**config.mk**
```make
export PLATFORM = sky130hd
export DESIGN_NAME = uart_rx_cfg_flat
export DESIGN_NICKNAME = d
export VERILOG_FILES = /design/src/rtl/uart_pkg.sv /design/src/rtl/uart_rx_cfg_if.sv /design/src/rtl/uart_baud_cnt.sv /design/src/rtl/uart_rx_cfg.sv /design/src/flat_wrapper.sv
export SDC_FILE = /design/constraint.sdc
export NUM_CORES = 1
export LEC_CHECK = 0
export ABC_CLOCK_PERIOD_IN_PS = 3050
export BUFFER_PORTS_ARGS = -buffer_cell sky130_fd_sc_hd__buf_2
export CORE_ASPECT_RATIO = 1.5
export CORE_UTILIZATION = 40
export DETAILED_ROUTE_END_ITERATION = 16
export PLACE_DENSITY = 0.57
export SLEW_MARGIN = 20
export SYNTH_ARGS = -nofsm -noshare
export SYNTH_HDL_FRONTEND = slang
export SYNTH_SLANG_ARGS = --single-unit
export TNS_END_PERCENT = 20
```
**constraint.sdc**
```tcl
create_clock -name clk -period 3.05 [get_ports clk]
set_clock_uncertainty 0.15 [all_clocks]
set_input_delay 0.61 -clock clk [delete_from_list [all_inputs] [get_ports clk]]
set_output_delay 0.61 -clock clk [all_outputs]
set_load 0.02 [all_outputs]
```
**src/rtl/uart_pkg.sv**
```systemverilog
// Shared UART constants, FSM encodings and width helper for the rx/tx pair.
// No logic of its own.
package uart_pkg;

  localparam int BAUD_CNT_DFLT = 5208;

  localparam int PAR_NONE = 0;
  localparam int PAR_ODD  = 1;
  localparam int PAR_EVEN = 2;

  typedef enum logic [2:0] {
    ST_IDLE,
    ST_START,
    ST_DATA,
    ST_PAR,
    ST_STOP
  } rx_state_e;

  // Ceiling log2, never narrower than one bit.
  function automatic int clog2(input int v);
    int r;
    r = 0;
    while ((1 << r) < v) r++;
    return (r < 1) ? 1 : r;
  endfunction

endpackage

```
**src/rtl/uart_rx_cfg_if.sv**
```systemverilog
// Receiver-side bundle: serial line in, delivered word and flags out.
// master = receiver, slave = line driver / word consumer.
interface uart_rx_cfg_if #(
  parameter int DATA_W = 8
);
  logic              din;
  logic [DATA_W-1:0] dout;
  logic              dout_vld;
  logic              parity_err;
  logic              frame_err;

  modport master (input din, output dout, dout_vld, parity_err, frame_err);
  modport slave  (output din, input dout, dout_vld, parity_err, frame_err);
endinterface

```
**src/rtl/uart_baud_cnt.sv**
```systemverilog
// Bit timer: counts 0..CNT_MAX-1 while enabled, clear has priority.
// Strobes are combinational from the count; no backpressure.
module uart_baud_cnt
  import uart_pkg::*;
#(
  parameter int CNT_MAX = BAUD_CNT_DFLT
) (
  input  logic clk,
  input  logic rst_n,
  input  logic clr,
  input  logic en,
  output logic smp,
  output logic bit_end
);
  localparam int CW = clog2(CNT_MAX);

  logic [CW-1:0] cnt;

  assign smp     = (cnt == CW'(CNT_MAX / 2 - 1));
  assign bit_end = (cnt == CW'(CNT_MAX - 1));

  always_ff @(posedge clk or negedge rst_n) begin
    if (!rst_n) begin
      cnt <= '0;
    end else if (clr) begin
      cnt <= '0;
    end else if (en) begin
      cnt <= bit_end ? '0 : cnt + 1'b1;
    end
  end

endmodule

```
**src/rtl/uart_rx_cfg.sv**
```systemverilog
// Configurable UART receiver; word and flags appear one cycle after the last stop-bit sample.
// No backpressure: dout_vld is a single-cycle strobe the consumer must take.
module uart_rx_cfg
  import uart_pkg::*;
#(
  parameter int CNT_MAX   = BAUD_CNT_DFLT,
  parameter int DATA_W    = 8,
  parameter int PARITY    = PAR_NONE,
  parameter int STOP_BITS = 1
) (
  input  logic          clk,
  input  logic          rst_n,
  uart_rx_cfg_if.master rx
);
  localparam int IW = clog2(DATA_W + 1);

  rx_state_e state, state_nxt;

  logic              din_s1, din_s2, din_s3;
  logic              fall;
  logic              smp, bit_end;
  logic              cnt_clr, cnt_en;
  logic [DATA_W-1:0] shreg;
  logic [IW-1:0]     bit_idx;
  logic              par_acc, ferr_acc;
  logic              idx_clr, idx_inc, shift_en, par_smp, stop_smp, deliver;
  logic              odd_mode;
  logic [DATA_W-1:0] dout_q;
  logic              dout_vld_q, par_err_q, frame_err_q;

  assign odd_mode = (PARITY == PAR_ODD);
  // din_s3 is the previous synchronised value, used only for edge detection.
  assign fall     = din_s3 & ~din_s2;
  assign cnt_en   = (state != ST_IDLE);

  uart_baud_cnt #(.CNT_MAX(CNT_MAX)) u_baud (
    .clk     (clk),
    .rst_n   (rst_n),
    .clr     (cnt_clr),
    .en      (cnt_en),
    .smp     (smp),
    .bit_end (bit_end)
  );

  always_ff @(posedge clk or negedge rst_n) begin
    if (!rst_n) state <= ST_IDLE;
    else        state <= state_nxt;
  end

  always_comb begin
    state_nxt = state;
    cnt_clr   = 1'b0;
    idx_clr   = 1'b0;
    idx_inc   = 1'b0;
    shift_en  = 1'b0;
    par_smp   = 1'b0;
    stop_smp  = 1'b0;
    deliver   = 1'b0;
    case (state)
      ST_IDLE: begin
        if (fall) begin
          cnt_clr   = 1'b1;
          state_nxt = ST_START;
        end
      end
      ST_START: begin
        if (smp && din_s2) begin
          state_nxt = ST_IDLE;
        end else if (bit_end) begin
          idx_clr   = 1'b1;
          state_nxt = ST_DATA;
        end
      end
      ST_DATA: begin
        if (smp) begin
          shift_en = 1'b1;
          idx_inc  = 1'b1;
        end
        if (bit_end && bit_idx == IW'(DATA_W)) begin
          idx_clr   = 1'b1;
          state_nxt = (PARITY != PAR_NONE) ? ST_PAR : ST_STOP;
        end
      end
      ST_PAR: begin
        if (smp) par_smp = 1'b1;
        if (bit_end) begin
          idx_clr   = 1'b1;
          state_nxt = ST_STOP;
        end
      end
      ST_STOP: begin
        if (smp) begin
          stop_smp = 1'b1;
          // Leave at mid-bit so a start edge right after the stop bit is caught.
          if (bit_idx == IW'(STOP_BITS - 1)) begin
            deliver   = 1'b1;
            state_nxt = ST_IDLE;
          end else begin
            idx_inc = 1'b1;
          end
        end
      end
      default: state_nxt = ST_IDLE;
    endcase
  end

  always_ff @(posedge clk or negedge rst_n) begin
    if (!rst_n) begin
      din_s1      <= 1'b1;
      din_s2      <= 1'b1;
      din_s3      <= 1'b1;
      shreg       <= '0;
      bit_idx     <= '0;
      par_acc     <= 1'b0;
      ferr_acc    <= 1'b0;
      dout_q      <= '0;
      dout_vld_q  <= 1'b0;
      par_err_q   <= 1'b0;
      frame_err_q <= 1'b0;
    end else begin
      din_s1     <= rx.din;
      din_s2     <= din_s1;
      din_s3     <= din_s2;
      dout_vld_q <= deliver;
      if (cnt_clr) begin
        par_acc  <= 1'b0;
        ferr_acc <= 1'b0;
      end
      if (idx_clr)      bit_idx <= '0;
      else if (idx_inc) bit_idx <= bit_idx + 1'b1;
      if (shift_en) shreg <= {din_s2, shreg[DATA_W-1:1]};
      // XOR of data and parity bit must be 1 (odd) or 0 (even).
      if (par_smp)  par_acc <= (^shreg) ^ din_s2 ^ odd_mode;
      if (stop_smp) ferr_acc <= ferr_acc | ~din_s2;
      if (deliver) begin
        dout_q      <= shreg;
        par_err_q   <= par_acc;
        frame_err_q <= ferr_acc | ~din_s2;
      end
    end
  end

  assign rx.dout       = dout_q;
  assign rx.dout_vld   = dout_vld_q;
  assign rx.parity_err = par_err_q;
  assign rx.frame_err  = frame_err_q;

endmodule

```
**src/flat_wrapper.sv**
```systemverilog
// flat-port wrapper written by rule: the top's interface ports become plain ports
module uart_rx_cfg_flat import uart_pkg::*;
#(
  parameter int CNT_MAX   = BAUD_CNT_DFLT,
  parameter int DATA_W    = 8,
  parameter int PARITY    = PAR_NONE,
  parameter int STOP_BITS = 1
)
  (clk, rst_n, rx_din, rx_dout, rx_dout_vld, rx_parity_err, rx_frame_err);
  uart_rx_cfg_if #(.DATA_W(DATA_W)) rx_i ();
  input  logic clk;
  input  logic rst_n;
  input wire logic [$bits(rx_i.din)-1:0] rx_din;
  output wire logic [$bits(rx_i.dout)-1:0] rx_dout;
  output wire logic [$bits(rx_i.dout_vld)-1:0] rx_dout_vld;
  output wire logic [$bits(rx_i.parity_err)-1:0] rx_parity_err;
  output wire logic [$bits(rx_i.frame_err)-1:0] rx_frame_err;
  assign rx_i.din = rx_din;
  assign rx_dout = rx_i.dout;
  assign rx_dout_vld = rx_i.dout_vld;
  assign rx_parity_err = rx_i.parity_err;
  assign rx_frame_err = rx_i.frame_err;
  uart_rx_cfg #(.CNT_MAX(CNT_MAX), .DATA_W(DATA_W), .PARITY(PARITY), .STOP_BITS(STOP_BITS)) u_core (.clk(clk), .rst_n(rst_n), .rx(rx_i));
endmodule
```
==> run summary <==
Final min period: 2.828 ns
P_leak: 1.150 nW
max-slew violations: 0
DRT Wirelength: 3984 um
startpoint types: register
sequential power share: 0.513
dpl cell area: 2322 sq um
relative slew slack: 0.5961
final hold vios: 0
DIE AREA: 5789 sq um
Critical Path AT: 2.86 ns
ys async rst share: 1.000
PnR Total Power: 0.001304 W
WP data required: 3.08 ns
core box area: 5205 sq um
global-route wire length before repair: 6755 um
Cell Count, Final, Fillers Out: 283
Die X: 62.46 um
Place WS: 0.1904 ns
RSZ-0062 raised after global routing: no
Max FO, Critical Path: 11
dpl hpwl: 2796 um
status: finished, final reports clean
DRC Markers: 0
row count: 32
ratio of cells with drive above 1 in the final layout: 0.2326
Cell Area, Synth: 2193 sq um
First-pass DRT Iterations: 4
Yosys warning total: 0
largest net degree at the start of global routing: 45
DR vias/cell: 5.261
Comb pwr share: 0.115
endpoints failing setup: 0
Die Ht: 92.69 um
starting density of the core: 0.4214
Clk pin slew, worst setup/hold paths: 0.08 ns
ANT cells: 0
clock network power share: 0.372
switching power: 0.0003291 W
CTS Buf Count: 5
commonest non-fill, non-tap cell in the layout: dfrtp_1
max_cap viols: 0
initial detailed-routing violation count: 87
initial antenna violation count: 0
# port buffers: 13
Final Instance Area: 2451 sq um
Yosys top cell area share: 0.4678
Root Buffer Master: clkbuf_8
Syn Area/Cell: 11.08 sq um
crit end category: register
CTS tree: done
Int Pwr: 0.0009744 W
Mapped Nets: 204
Post-layout nets: 220
Reg-to-Reg Start: u_core.u_baud.cnt[0]
via count: 1,489
most frequent cells in the layout: dfrtp_1 (41), o21ai_0 (14), inv_1 (12), buf_2 (12)
setup TNS after final layout: 0 ns
dominant cells by area after synthesis: dfrtp_1 (47%), mux2_4 (6.2%), mux2_2 (4.6%), xnor2_1 (4.4%), dfstp_2 (3.6%)
CTS max path bufs: 2
H-tree depth: 2
power per cell area: 531.8 nW/um^2
Slew @ Worst Pin: 0.6036 ns
EDFF count, synth: 0
Unique masters post-synth: 47
vias in the first global route: 1,453
CP Launch Point: u_core.u_baud.cnt[0]
WL per Instance: 14.08 um
gr usage total: 0.1496
Mapped Cells: 198
sequential share of the synthesized area: 0.5037
Syn-to-layout area delta: 11.75%
HP Class: in -> async
Final Worst Setup Slack: 0.2215 ns
main flop type after synthesis: dfrtp_1
Setup Fix Bufs, Post-CTS: 0
# hold bufs at CTS: 0
clock sink total: 44
antenna viol nets, final: 0
register bit total from synthesis: 44
insertion delay to the later sink of the worst-skew pair: 0.29 ns
worst vdd ir: 0.2803 mV
Final Cycle Share: 0.9274
Max Clk Rate: 0.3535 GHz
# IOs: 14
dpl cells: 275
GR Overflow Total: 0
GP Congestion: 0.7631
leading area contributor after synthesis: dfrtp_1
crit path kind: reg -> reg
post_cts resized: 0
Switching Share: 0.2525
[Yosys cell counts, drive strengths merged, types with 2 or more instances]
master / count
inv: 12
nor3b: 2
or3b: 2
a21o: 2
dfstp: 3
or3: 5
nor4: 5
nand2b: 3
o41ai: 2
ha: 3
dfrtp: 41
o311ai: 2
buf: 4
nor2: 11
clkbuf: 3
xnor2: 11
nand3: 11
a21oi: 6
a22o: 4
nand2: 11
mux2: 18
o21ai: 14
nor3: 6
[flip-flops by register name, indices dropped and copies added (netlist names), 3 cells and up]
register           count
u_core.shreg           8
u_core.state           3
u_core.rx.dout         8
u_core.bit_idx         4
u_core.u_baud.cnt     13
[power by group through the flow]
stage          sequential [W]  combinational [W]  clock (W)
6_report             0.000669           0.000150   0.000485
5_1_grt              0.000674           0.000175   0.000521
4_1_cts              0.000668           0.000153   0.000501
3_5_place_dp         0.000679           0.000151          0
3_3_place_gp         0.000678           0.000151          0
2_1_floorplan        0.000660           0.000119          0
[critical path, stage by stage (launching register included)]
cell	delay [ns]
dfrtp_1	0.39
ha_1	0.21
or3b_1	0.40
or4_1	0.67
nor2_4	0.16
nand3_2	0.33
mux2_4	0.41
[kinds of logic (layout without fill, tap and decap cells)]
logic type / count (synthesis) / in the layout / share of synthesized area
XOR/XNOR: 12 / 12 / 0.04792
AO/OA/AOI/OAI: 34 / 34 / 0.09755
flip-flops: 44 / 44 / 0.5037
AND/OR/NAND/NOR: 67 / 67 / 0.1808
adder cells (fa/ha/maj): 3 / 3 / 0.01712
buffers and inverters: 19 / 36 / 0.04050
multiplexers: 19 / 19 / 0.1124
[metrics by stage]
step / utilization / hold WS (ns)
floorplan: - / 0.1644
global placement: 0.4462 / 0.2044
detailed placement: 0.4462 / 0.1988
CTS: 0.4704 / 0.2081
global route: 0.4709 / 0.2026
finish: 0.4709 / 0.1537
[final timing paths]
| check | end | slack (ns) | cells past startpoint |
|---|---|---|---|
| min in group clk | u_core.din_s2 | 0.21 | 0 |
| max in group asynchronous | u_core.din_s1 | 2.22 | 1 |
| worst min-delay path | u_core.u_baud.cnt[3] | 0.15 | 1 |
| worst max register to register | u_core.rx.dout[6] | 0.22 | 6 |
| worst max-delay path | u_core.rx.dout[6] | 0.22 | 6 |
| worst min register to register | u_core.din_s2 | 0.21 | 0 |
[cell type report]
| class | count | area (sq um) |
|---|---|---|
| inverters | 12 | 45.04 |
| clock buffers | 7 | 96.34 |
| repair buffers | 16 | 90.09 |
| well taps | 68 | 85.08 |
| multi-input cells | 135 | 999.7 |
| fillers | 510 | 2754 |
| flip-flops and latches | 44 | 1105 |
| clock inverters | 1 | 30.03 |
[metal layers]
layer	routed length [um]	part of all wire	GRT usage	up-vias
met5	0	0	0	-
met4	51	0.013	0.05426	0
met3	96	0.024	0.02956	4
met2	2057	0.52	0.2572	20
met1	1779	0.45	0.1840	732
li1	-	-	-	733
Note: power is estimated with default switching activity, not from simulation.
